===== src/rtl/flopd_pipe_if.sv =====
// flopd_pipe_if
//   Handshake bundle for the flopd_pipe elastic register pipeline. It holds
//   both sides of the pipe: the upstream beat (input_d / input_valid /
//   input_ready) and the downstream beat (output_q / output_valid /
//   output_ready).
//
//   Parameter:
//     WIDTH  data width in bits; must match the WIDTH of the attached pipe
//
//   Modports:
//     slave   the pipe itself: takes upstream data/valid and downstream
//             ready, drives input_ready, output_q and output_valid
//     master  the surrounding producer/consumer pair: the mirror image
interface flopd_pipe_if #(
  parameter int WIDTH = 8
);
  logic [WIDTH-1:0] input_d;
  logic             input_valid;
  logic             input_ready;
  logic [WIDTH-1:0] output_q;
  logic             output_valid;
  logic             output_ready;

  modport master (
    output input_d,
    output input_valid,
    input  input_ready,
    input  output_q,
    input  output_valid,
    output output_ready
  );

  modport slave (
    input  input_d,
    input  input_valid,
    output input_ready,
    output output_q,
    output output_valid,
    input  output_ready
  );
endinterface


===== src/rtl/flopd_pipe.sv =====
// flopd_pipe
//   Parametrised elastic register pipeline. WIDTH-bit beats pass through
//   DEPTH register stages with valid/ready flow control on both sides, so
//   back-pressure stalls the pipe without losing or duplicating beats.
//   Empty stages ahead of a stalled stage keep loading, so bubbles collapse
//   and the pipe holds up to DEPTH beats. A synchronous flush empties every
//   stage.
//
//   Parameters:
//     WIDTH  data width in bits (>= 1)
//     DEPTH  number of register stages (>= 1)
//
//   Ports:
//     clk        rising-edge clock
//     rst_n      asynchronous active-low reset; clears valids and data
//     flush      synchronous clear of all stage valids (data regs hold)
//     bus        flopd_pipe_if slave: input_d/input_valid/input_ready
//                upstream, output_q/output_valid/output_ready downstream
//     occupancy  beats currently held (only with FLOPD_PIPE_OCCUPANCY_EN)
//
//   Configuration macro:
//     FLOPD_PIPE_OCCUPANCY_EN  when defined, adds the occupancy port and a
//                              registered beat counter
module flopd_pipe #(
  parameter int WIDTH = 8,
  parameter int DEPTH = 2
) (
  input  logic clk,
  input  logic rst_n,
  input  logic flush,
  flopd_pipe_if.slave bus
`ifdef FLOPD_PIPE_OCCUPANCY_EN
  ,
  output logic [$clog2(DEPTH+1)-1:0] occupancy
`endif
);

  logic [DEPTH-1:0]            v;
  logic [DEPTH-1:0][WIDTH-1:0] d;
  logic [DEPTH-1:0]            r;
  logic [DEPTH-1:0]            v_in;
  logic [DEPTH-1:0][WIDTH-1:0] d_in;

  // Ready ripples backwards from the consumer: a stage can load when it is
  // empty or when the stage after it is able to take its beat this cycle.
  always_comb begin
    r          = '0;
    r[DEPTH-1] = ~v[DEPTH-1] | bus.output_ready;
    for (int k = DEPTH - 2; k >= 0; k--) begin
      r[k] = ~v[k] | r[k+1];
    end
  end

  // Reset and flush block the upstream side so no beat slips in while the
  // pipe is being cleared.
  assign bus.input_ready  = r[0] & ~flush & rst_n;
  assign bus.output_valid = v[DEPTH-1] & ~flush;
  assign bus.output_q     = d[DEPTH-1];

  // What each stage would capture: the accepted input beat for stage 0,
  // the previous stage's contents for the rest.
  always_comb begin
    v_in    = '0;
    d_in    = '0;
    v_in[0] = bus.input_valid & bus.input_ready;
    d_in[0] = bus.input_d;
    for (int k = 1; k < DEPTH; k++) begin
      v_in[k] = v[k-1];
      d_in[k] = d[k-1];
    end
  end

  // Data only moves with a valid beat, so stage data holds across bubbles
  // and flushes and output_q never changes without a reason.
  always_ff @(posedge clk or negedge rst_n) begin
    if (!rst_n) begin
      v <= '0;
      d <= '0;
    end else if (flush) begin
      v <= '0;
    end else begin
      for (int k = 0; k < DEPTH; k++) begin
        if (r[k]) begin
          v[k] <= v_in[k];
          if (v_in[k]) begin
            d[k] <= d_in[k];
          end
        end
      end
    end
  end

`ifdef FLOPD_PIPE_OCCUPANCY_EN
  localparam int OCC_W = $clog2(DEPTH + 1);

  logic in_xfer;
  logic out_xfer;

  assign in_xfer  = bus.input_valid & bus.input_ready;
  assign out_xfer = bus.output_valid & bus.output_ready;

  // Accept and emit on the same cycle cancel out; flush forces both
  // transfers low, so clearing to zero matches the emptied stages.
  always_ff @(posedge clk or negedge rst_n) begin
    if (!rst_n) begin
      occupancy <= '0;
    end else if (flush) begin
      occupancy <= '0;
    end else if (in_xfer && !out_xfer) begin
      occupancy <= occupancy + OCC_W'(1);
    end else if (out_xfer && !in_xfer) begin
      occupancy <= occupancy - OCC_W'(1);
    end
  end
`endif

endmodule


===== src/flat_wrapper.sv =====
// flat-port wrapper written by rule: the top's interface ports become plain ports
module flopd_pipe_flat 
#(
  parameter int WIDTH = 8,
  parameter int DEPTH = 2
)
  (clk, rst_n, flush, bus_input_d, bus_input_valid, bus_input_ready, bus_output_q, bus_output_valid, bus_output_ready);
  flopd_pipe_if #(.WIDTH(WIDTH)) bus_i ();
  input  logic clk;
  input  logic rst_n;
  input  logic flush;
  input wire logic [$bits(bus_i.input_d)-1:0] bus_input_d;
  input wire logic [$bits(bus_i.input_valid)-1:0] bus_input_valid;
  output wire logic [$bits(bus_i.input_ready)-1:0] bus_input_ready;
  output wire logic [$bits(bus_i.output_q)-1:0] bus_output_q;
  output wire logic [$bits(bus_i.output_valid)-1:0] bus_output_valid;
  input wire logic [$bits(bus_i.output_ready)-1:0] bus_output_ready;
  assign bus_i.input_d = bus_input_d;
  assign bus_i.input_valid = bus_input_valid;
  assign bus_input_ready = bus_i.input_ready;
  assign bus_output_q = bus_i.output_q;
  assign bus_output_valid = bus_i.output_valid;
  assign bus_i.output_ready = bus_output_ready;
  flopd_pipe #(.WIDTH(WIDTH), .DEPTH(DEPTH)) u_core (.clk(clk), .rst_n(rst_n), .flush(flush), .bus(bus_i));
endmodule

===== config.mk =====
export PLATFORM = sky130hd
export DESIGN_NAME = flopd_pipe_flat
export DESIGN_NICKNAME = d
export VERILOG_FILES = /design/src/rtl/flopd_pipe_if.sv /design/src/rtl/flopd_pipe.sv /design/src/flat_wrapper.sv
export SDC_FILE = /design/constraint.sdc
export NUM_CORES = 1
export LEC_CHECK = 0
export BUFFER_PORTS_ARGS = -buffer_cell sky130_fd_sc_hd__buf_2
export CORE_MARGIN = 3
export CORE_UTILIZATION = 42
export DETAILED_ROUTE_END_ITERATION = 7
export PLACE_DENSITY = 0.67
export SLEW_MARGIN = 20
export SYNTH_ARGS = -nofsm -noshare
export SYNTH_HDL_FRONTEND = slang
export SYNTH_SLANG_ARGS = --single-unit

===== constraint.sdc =====
create_clock -name clk -period 3.02 [get_ports clk]
set_input_delay 0.453 -clock clk [delete_from_list [all_inputs] [get_ports clk]]
set_output_delay 0.453 -clock clk [all_outputs]
set_load 0.02 [all_outputs]

==> impl_metrics.sql, run 1 <==
INSERT INTO impl_metrics (metric_group, metric, value, unit) VALUES
('run_status', 'outcome', 'complete, no violations', ''),
('layout', 'layout.filler_cells', '179', ''),
('global_routing', 'gr-usage-met2', '15.43', '%'),
('sta', 'setup_skew', '0.007599', 'ns'),
('sta', 'final_max_slew_viol_count', '0', ''),
('floorplanning', 'boundaryPins', '23', ''),
('synth', 'synthesized_instance_count', '52', ''),
('flow_run', 'drv.max_cap_violation_count', '0', ''),
('route', 'wirelength', '1256', 'µm'),
('layout', 'layout.area.seq', '450.4', 'µm²'),
('synth', 'mappedNetlistNets', '65', ''),
('placement', 'place.port_buffers', '22', ''),
('worst_setup_path', 'worst_ep_required_time', '2.57', 'ns'),
('clock_network', 'worstSkewPairLatency', '0.29', 'ns'),
('pwr', 'power', '0.6514', 'mW'),
('global_routing', 'grt_max_degree', '21', ''),
('global_routing', 'grt-busiest-layer', 'met1', ''),
('layout', 'final_core_utilization', '51.58', '%'),
('clock_network', 'clock_tree.root_cell', 'clkbuf_4', ''),
('sta', 'fin_setup_tns', '0', 'ns'),
('synth', 'synth_cell_types', '13', ''),
('route', 'routed_via_density', '4.596', ''),
('clock_network', 'cts.reportedPaths.clkPinSlew', '0.10', 'ns'),
('synth', 'synth.avg_cell_area', '15.64', 'µm²'),
('sta', 'tightestPinTransition', '0.5403', 'ns'),
('floorplanning', 'initial_utilization', '45.61', '%'),
('worst_setup_path', 'critical_path.max_fanout', '20', ''),
('layout', 'post_route_cells_drive_above_1_share', '65.22', '%'),
('worst_setup_path', 'worst_setup_path_start_kind', 'input port', ''),
('clock_network', 'cts_buffers', '3', ''),
('pwr', 'total_leakage_power', '0.4466', 'nW'),
('worst_setup_path', 'critical_path.endpoint_type', 'primary output', ''),
('worst_setup_path', 'rrSetupSlack', '1.47', 'ns'),
('worst_setup_path', 'crit_path_max_incr_delay', '0.35', 'ns'),
('global_routing', 'grt_overflow_total', '0', ''),
('floorplanning', 'die_h', '50.01', 'µm'),
('clock_network', 'resized_gates_after_cts', '0', ''),
('clock_network', 'clock_tree.buffer_depth', '2', ''),
('sta', 'period_needed', '1.658', 'ns'),
('route', 'detail_route.drc_violations', '0', ''),
('worst_setup_path', 'critical_path_class', 'in -> out', ''),
('sta', 'grt_setup_unrepaired', 'no', ''),
('route', 'detailedRoute.firstPassIterationCount', '2', ''),
('worst_setup_path', 'regToRegStartpoint', 'u_core.v[0]', ''),
('route', 'avgRoutedWirePerCell', '13.36', 'µm'),
('route', 'final_antenna_net_count', '0', ''),
('global_routing', 'grt_util_all_layers', '11.38', '%'),
('clock_network', 'htree_levels', '1', ''),
('global_routing', 'grt_pass1_vias', '444', ''),
('global_routing', 'global_route.usage.met1', '16.44', '%'),
('worst_setup_path', 'critical_path.n_buffers_inverters', '2', ''),
('pwr', 'p_per_area', '708.3', 'nW/µm²'),
('worst_setup_path', 'timing.critical_path.max_delay_family', 'buffers and inverters', ''),
('clock_network', 'holdBufCountCts', '0', ''),
('worst_setup_path', 'critical-path-slowest-cell', 'buf_2', ''),
('route', 'via_count_of_the_routed_design', '432', ''),
('worst_setup_path', 'cp.arrival', '1.20', 'ns'),
('sta', 'layout_worst_path_cycle_share', '54.89', '%'),
('floorplanning', 'core_region_area', '1783', 'µm²'),
('floorplanning', 'die_x', '50.01', 'µm'),
('clock_network', 'post_cts.repair.setup_buffers', '0', ''),
('worst_setup_path', 'critical_path.cell_chain', 'buf_2, and3b_2, buf_2', ''),
('synth', 'yosys_reg_bits', '18', ''),
('floorplanning', 'rows', '15', ''),
('sta', 'number_of_failing_setup_endpoints_in_the_final_timing_report', '0', ''),
('layout', 'finish.net_count', '83', ''),
('sta', 'timing.final.hold_violations', '0', ''),
('layout', 'multi_input_area', '291.5', 'µm²'),
('clock_network', 'cts.sink_count', '18', ''),
('worst_setup_path', 'worst_r2r_path_depth', '3', ''),
('sta', 'slack_of_the_critical_path', '1.362', 'ns');
## layer usage
metal  share of wire (%)  vias to the layer above
met1                  50                      205
met4                0.96                        0
met3                 7.3                        2
met2                  41                       16
li1                    -                      209
met5                   0                        -
## report_power, final
group | switching (mW) | leakage, nW | internal, mW
logic | 0.0887 | 0.207 | 0.0896
clock network | 0.0713 | 0.0210 | 0.0733
registers | 0.0291 | 0.219 | 0.299
total | 0.189 | 0.447 | 0.462
## cell families (layout without fill, tap and decap cells)
logic type | after synthesis | after routing | synth area share, %
buffers and inverters | 9 | 26 | 8.769
DFF | 18 | 18 | 55.38
AOI/OAI and AO/OA | 1 | 1 | 0.9234
muxes | 16 | 16 | 25.85
and+or+nand+nor | 8 | 8 | 9.078
## Yosys cell counts, drive strengths merged
master	number	share of area, %
dfrtp	18	55
mux2	16	26
buf	9	8.8
nor2	2	0.92
nor2b	2	2.5
and3b	1	1.2
and4b	1	1.2
nand3b	1	0.92
nor3b	1	2.3
o21bai	1	0.92
## cell usage in the layout, fill, tap and decap left out, drive strengths merged
master  count
nor2        2
mux2       16
nor2b       2
buf        22
and3b       1
and4b       1
nor3b       1
o21bai      1
dfrtp      18
clkbuf      4
nand3b      1
## worst reg2reg max path, delay by kind of cell (launching register included)
kind             cells  cell delay [ns]
multiplexers         1             0.35
AND/OR/NAND/NOR      2             0.69
flip-flops           1             0.41
## how the worst max path moves through the flow
stage	from	endpoint	slack, ns	cells past startpoint
2_1_floorplan	bus_output_ready	u_core.d[0]	1.67	4
5_1_grt	rst_n	bus_input_ready	1.27	3
3_3_place_gp	rst_n	u_core.d[6]	1.12	3
6_report	rst_n	bus_input_ready	1.36	3
4_1_cts	rst_n	bus_input_ready	1.33	3
3_5_place_dp	rst_n	u_core.d[7]	1.08	3
## sequential cells by signal, indices dropped and copies added (netlist names)
register / count
u_core.bus.output_q: 8
u_core.d: 8
u_core.v: 2
## final cells by class
| class | instances | area share, % |
|---|---|---|
| Timing Repair Buffer | 22 | 11.97 |
| Clock buffer | 4 | 3.946 |
| Sequential cell | 18 | 48.98 |
| Tap cell | 25 | 3.401 |
| Multi-Input combinational cell | 25 | 31.70 |
## stage by stage
stage	std cells	hold WS, ns	area [µm²]
2_1_floorplan	52	0.1574	813.3
3_3_place_gp	90	0.4067	883.3
3_5_place_dp	90	0.4090	883.3
4_1_cts	94	0.08799	919.6
5_1_grt	94	0.1011	919.6
6_report	94	0.08340	919.6
Note: power is estimated with default switching activity, not from simulation.
==> inputs of run 2 (changes only) <==
- PLACE_DENSITY: 0.67 -> 0.69
- clock period: 3.02 -> 1.5 ns (I/O delays scaled with it)
==> impl_metrics.sql, run 2 (synthesized netlist as in run 1, its figures left out) <==
INSERT INTO impl_metrics (metric_group, metric, value, unit) VALUES
('run_status', 'outcome', 'complete, no violations', ''),
('route', 'routed_via_density', '4.578', ''),
('flow_run', 'drv.max_cap_violation_count', '0', ''),
('layout', 'final_common_cell', 'buf_2', ''),
('placement', 'finalWeightedCongestion', '0.6591', ''),
('floorplanning', 'initial_utilization', '45.61', '%'),
('placement', 'dpl-instance-area', '928.4', 'µm²'),
('route', 'final_antenna_net_count', '0', ''),
('pwr', 'p_per_area', '1345', 'nW/µm²'),
('route', 'wirelength', '1328', 'µm'),
('clock_network', 'clock_tree.buffer_depth', '2', ''),
('route', 'detailedRoute.firstPassIterationCount', '4', ''),
('worst_setup_path', 'worst_ep_required_time', '1.27', 'ns'),
('floorplanning', 'boundaryPins', '23', ''),
('layout', 'n_antenna_cell', '0', ''),
('floorplanning', 'die_h', '50.01', 'µm'),
('clock_network', 'clock_tree.root_cell', 'clkbuf_4', ''),
('sta', 'grt_setup_unrepaired', 'yes', ''),
('sta', 'timing.max_slew.rel_slack', '47.34', '%'),
('global_routing', 'gr-usage-met2', '16.30', '%'),
('clock_network', 'cts_buffers', '3', ''),
('sta', 'slack_of_the_critical_path', '0.02731', 'ns'),
('pwr', 'ir_drop', '0.8608', 'mV'),
('sta', 'final_max_slew_viol_count', '0', ''),
('clock_network', 'cts.sink_count', '18', ''),
('worst_setup_path', 'critical-path-slowest-cell', 'dfrtp_1', ''),
('floorplanning', 'die_area', '2501', 'µm²'),
('global_routing', 'grt_util_met3', '5.740', '%'),
('placement', 'place.port_buffers', '22', ''),
('worst_setup_path', 'critical_path_class', 'reg -> out', ''),
('layout', 'post_route_cells_drive_above_1_share', '68.83', '%'),
('worst_setup_path', 'critical_path.cell_chain', 'nand3b_1, buf_4, and3b_2, buf_6', ''),
('layout', 'area_of_all_placed_cells_without_fillers', '992.2', 'µm²'),
('worst_setup_path', 'cp.arrival', '1.25', 'ns'),
('min_path', 'hold_path.class', 'in -> reg', ''),
('layout', 'layout.cells.most_common_list', 'buf_2, dfrtp_1, mux2_2, mux2_4, buf_4', ''),
('pwr', 'total_leakage_power', '0.4839', 'nW'),
('route', 'detail_route.drc_violations', '0', ''),
('sta', 'setup_skew', '0.001218', 'ns'),
('sta', 'tightestPinTransition', '0.7873', 'ns'),
('route', 'via_count_of_the_routed_design', '467', ''),
('sta', 'timing.final.hold_violations', '0', ''),
('worst_setup_path', 'critical_path.max_fanout', '3', ''),
('sta', 'fin_setup_tns', '0', 'ns'),
('layout', 'layout-area-overhead-vs-synth', '22.00', '%'),
('floorplanning', 'core_region_area', '1783', 'µm²'),
('global_routing', 'grt_max_degree', '19', ''),
('worst_setup_path', 'crit_path_max_incr_delay', '0.38', 'ns'),
('sta', 'number_of_failing_setup_endpoints_in_the_final_timing_report', '0', ''),
('global_routing', 'grt_first_pass_wirelength', '2139', 'µm'),
('sta', 'period_needed', '1.473', 'ns'),
('sta', 'achievable-frequency', '679.0', 'MHz'),
('clock_network', 'htree_levels', '1', ''),
('global_routing', 'grt_pass1_vias', '477', ''),
('global_routing', 'grt_util_all_layers', '11.70', '%'),
('sta', 'fin_worst_hold_slack', '0.1519', 'ns'),
('worst_setup_path', 'regToRegStartpoint', 'u_core.v[1]', ''),
('clock_network', 'tritoncts', 'built', ''),
('placement', 'dp_worst_setup_slack', '0.007366', 'ns'),
('layout', 'layout.filler_cells', '155', ''),
('floorplanning', 'die_x', '50.01', 'µm'),
('worst_setup_path', 'worst_setup_path_start_kind', 'register', ''),
('global_routing', 'global_route.usage.met1', '15.52', '%'),
('layout', 'finish.net_count', '91', ''),
('sta', 'layout_worst_path_cycle_share', '98.18', '%'),
('worst_setup_path', 'cp-startpoint', 'u_core.v[1]', ''),
('global_routing', 'grt_overflow_total', '0', ''),
('global_routing', 'grt-busiest-layer', 'met2', ''),
('clock_network', 'cts.reportedPaths.clkPinSlew', '0.10', 'ns'),
('worst_setup_path', 'critical_path.endpoint_type', 'primary output', ''),
('min_path', 'startpoint_of_the_most_critical_hold_path', 'bus_input_d[3]', ''),
('clock_network', 'worstSkewPairLatency', '0.30', 'ns'),
('route', 'first_iter_violations', '3', ''),
('placement', 'dp.final_hpwl', '982.7', 'µm'),
('floorplanning', 'rows', '15', ''),
('route', 'avgRoutedWirePerCell', '13.02', 'µm'),
('global_routing', 'antenna_found_initial', '0', '');
run 2: final timing paths:
path	endpoint	slack [ns]	depth (start not counted)
max	bus_input_ready	0.03	4
min reg2reg	u_core.bus.output_q[7]	0.51	1
max reg2reg	u_core.d[4]	0.09	4
max in group asynchronous	u_core.bus.output_q[1]	0.36	3
min	u_core.d[3]	0.15	2
min in group asynchronous	u_core.d[5]	0.65	3
run 2: report_power, final:
part           leakage, nW  switching [mW]  internal [mW]
clock network       0.0210           0.153          0.148
registers            0.219          0.0559          0.603
logic                0.244           0.183          0.192
total                0.484           0.392          0.943
run 2: critical path: cells and delay by family, from the launching register on:
family                 cells  cell delay [ns]
flip-flops                 1             0.38
buffers and inverters      2             0.28
AND/OR/NAND/NOR            2             0.30
run 2: area by class of cell:
type / instances / area [µm²] / share of cell area [%]
sequential: 18 / 450.4 / 45.40
clock buffer: 4 / 36.28 / 3.657
tap: 25 / 31.28 / 3.153
multi-input combinational: 25 / 295.3 / 29.76
timing repair buffer: 30 / 178.9 / 18.03
run 2: what timing repair did:
item | 4_1_cts | 5_1_grt
setup buffers | 0 | 1
gates resized for setup | 1 | 3
endpoints found under the hold margin | 18 | 0
hold buffers | 1 | 0
endpoints found under the setup margin | 8 | 1
pin swaps | 0 | 1
run 2: through the flow:
step | cells | power (mW) | utilization (%)
after floorplan | 52 | 1.014 | -
after global placement | 96 | 1.035 | 52.07
after detailed placement | 96 | 1.045 | 52.07
after CTS | 101 | 1.355 | 54.74
after global routing | 102 | 1.407 | 55.65
final | 102 | 1.335 | 55.65
run 2: routing by layer:
layer  vias to the layer above  part of all wire [%]
met5                         -                     0
met4                         0                   2.1
met3                         5                   8.2
met2                        19                    43
met1                       223                    47
li1                        220                     -
==> inputs of run 3 (changes only) <==
- PLACE_DENSITY: 0.69 -> 0.68
==> impl_metrics.sql, run 3 (synthesized netlist as in run 1, its figures left out) <==
INSERT INTO impl_metrics (metric_group, metric, value, unit) VALUES
('sta', 'final_max_slew_viol_count', '0', ''),
('floorplanning', 'rows', '15', ''),
('placement', 'finalWeightedCongestion', '0.5906', ''),
('sta', 'grt_setup_unrepaired', 'no', ''),
('worst_setup_path', 'worst_ep_required_time', '1.69', 'ns'),
('flow_run', 'drv.max_cap_violation_count', '0', ''),
('route', 'wirelength', '1258', 'µm'),
('route', 'routed_via_density', '4.707', ''),
('worst_setup_path', 'critical_path.endpoint_type', 'register', ''),
('clock_network', 'cts.sink_count', '18', ''),
('layout', 'post_route_cells_drive_above_1_share', '67.57', '%'),
('worst_setup_path', 'critical-path-slowest-cell', 'and4b_2', ''),
('run_status', 'outcome', 'complete, no violations', ''),
('worst_setup_path', 'critical_path.max_fanout', '9', ''),
('sta', 'timing.max_slew.rel_slack', '46.47', '%'),
('sta', 'setup_skew', '0.005785', 'ns'),
('sta', 'timing.final.hold_violations', '0', ''),
('worst_setup_path', 'critical_path.cell_chain', 'nand3b_1, and4b_2, mux2_4', ''),
('placement', 'dp_cells', '94', ''),
('floorplanning', 'core_region_area', '1783', 'µm²'),
('layout', 'layout.area.seq', '450.4', 'µm²'),
('clock_network', 'clock_tree.buffer_depth', '2', ''),
('global_routing', 'grt_util_all_layers', '12.34', '%'),
('route', 'met3WireLength', '92', 'µm'),
('floorplanning', 'initial_utilization', '45.61', '%'),
('layout', 'layout-area-overhead-vs-synth', '18.15', '%'),
('clock_network', 'htree_levels', '1', ''),
('route', 'detail_route.drc_violations', '0', ''),
('layout', 'multi_input_area', '292.8', 'µm²'),
('floorplanning', 'die_h', '50.01', 'µm'),
('sta', 'number_of_failing_setup_endpoints_in_the_final_timing_report', '0', ''),
('route', 'first_iter_violations', '1', ''),
('sta', 'achievable-frequency', '719.9', 'MHz'),
('route', 'detail_route.wirelength.met1', '621', 'µm'),
('worst_setup_path', 'crit_path_max_incr_delay', '0.43', 'ns'),
('clock_network', 'worstSkewPairLatency', '0.29', 'ns'),
('route', 'final_antenna_net_count', '0', ''),
('global_routing', 'grt_max_degree', '19', ''),
('sta', 'layout_worst_path_cycle_share', '92.60', '%'),
('layout', 'count_of_non_filler_cells_in_the_finished_layout', '99', ''),
('floorplanning', 'die_area', '2501', 'µm²'),
('floorplanning', 'die_x', '50.01', 'µm'),
('clock_network', 'cts_buffers', '3', ''),
('sta', 'fin_worst_hold_slack', '0.1515', 'ns'),
('route', 'avgRoutedWirePerCell', '12.71', 'µm'),
('worst_setup_path', 'critical_path_class', 'reg -> reg', ''),
('worst_setup_path', 'cp.arrival', '1.57', 'ns'),
('global_routing', 'grt_pass1_vias', '462', ''),
('layout', 'finish.net_count', '88', ''),
('global_routing', 'grt_overflow_total', '0', ''),
('route', 'via_count_of_the_routed_design', '466', ''),
('layout', 'layout.cells.most_common_list', 'buf_2, dfrtp_1, mux2_2, mux2_4, buf_4', ''),
('global_routing', 'antenna_found_initial', '0', ''),
('pwr', 'power', '1.326', 'mW'),
('min_path', 'hold_path.class', 'in -> reg', ''),
('route', 'topRoutingLayerUsed', 'met4', ''),
('pwr', 'ir_drop', '0.8102', 'mV'),
('sta', 'period_needed', '1.389', 'ns'),
('sta', 'tightestPinTransition', '0.8004', 'ns'),
('placement', 'dpl-instance-area', '913.4', 'µm²'),
('clock_network', 'post_cts.repair.setup_buffers', '0', ''),
('worst_setup_path', 'worst_setup_path_start_kind', 'register', ''),
('layout', 'n_antenna_cell', '0', ''),
('pwr', 'p_per_area', '1380', 'nW/µm²'),
('route', 'dr_wl_met2', '517', 'µm'),
('layout', 'final_common_cell', 'buf_2', ''),
('clock_network', 'tritoncts', 'built', ''),
('route', 'detailedRoute.firstPassIterationCount', '2', ''),
('floorplanning', 'boundaryPins', '23', ''),
('placement', 'dp.final_hpwl', '934.3', 'µm'),
('clock_network', 'cts.reportedPaths.clkPinSlew', '0.10', 'ns'),
('clock_network', 'clock_tree.root_cell', 'clkbuf_4', ''),
('global_routing', 'grt_first_pass_wirelength', '2187', 'µm'),
('placement', 'place.port_buffers', '22', ''),
('layout', 'area_of_all_placed_cells_without_fillers', '960.9', 'µm²'),
('layout', 'layout.filler_cells', '155', ''),
('pwr', 'total_leakage_power', '0.4706', 'nW');
-- run 3: changes by cell type in the layout (fill, tap and decap cells not counted) --
cell / previous run / this run
buf_4: 7 / 4
and4b_2: 0 / 1
and4b_4: 1 / 0
buf_2: 21 / 22
buf_6: 1 / 0
-- run 3: layout make-up --
type	count	share of cell area, %
clock buffer	4	3.776
sequential	18	46.87
tap	25	3.255
multi-input combinational	25	30.47
timing repair buffer	27	15.62
-- run 3: through the flow --
step	setup WS (ns)	setup TNS (ns)	utilization [%]
after floorplan	0.1943	0	-
final	0.1110	0	53.89
after detailed placement	-0.02056	-0.1432	51.23
after CTS	0.09435	0	53.89
after global placement	0.006973	0	51.23
after global routing	0.04863	0	53.89
-- run 3: repair_timing --
action | 4_1_cts | 5_1_grt
endpoints found under the hold margin | 18 | 0
resized for setup | 1 | 0
hold buffers | 1 | 0
endpoints found under the setup margin | 8 | 0
-- run 3: power by group --
part / switching [mW] / internal, mW / total [mW]
combinational: 0.181 / 0.187 / 0.368
sequential: 0.0565 / 0.603 / 0.659
clock: 0.151 / 0.148 / 0.299
-- run 3: layer usage --
metal	global-route usage, %	up-vias
met5	0	-
met4	6.912	0
li1	-	217
met3	4.834	5
met1	17.24	225
met2	15.87	19
-- run 3: final timing paths --
check                      depth (start not counted)  slack, ns                endpoint              startpoint
max                                                3       0.11             u_core.d[1]             u_core.v[0]
min                                                2       0.15             u_core.d[6]          bus_input_d[6]
max reg2reg                                        3       0.11             u_core.d[1]             u_core.v[0]
min reg2reg                                        1       0.51  u_core.bus.output_q[1]  u_core.bus.output_q[1]
max in group asynchronous                          3       0.32  u_core.bus.output_q[1]                   rst_n
min in group asynchronous                          3       0.68             u_core.d[5]                   rst_n
-- run 3: critical path, delay by kind of cell (launching register included) --
kind,cells,cell delay [ns]
simple gates,2,0.55
flops,1,0.41
mux,1,0.33
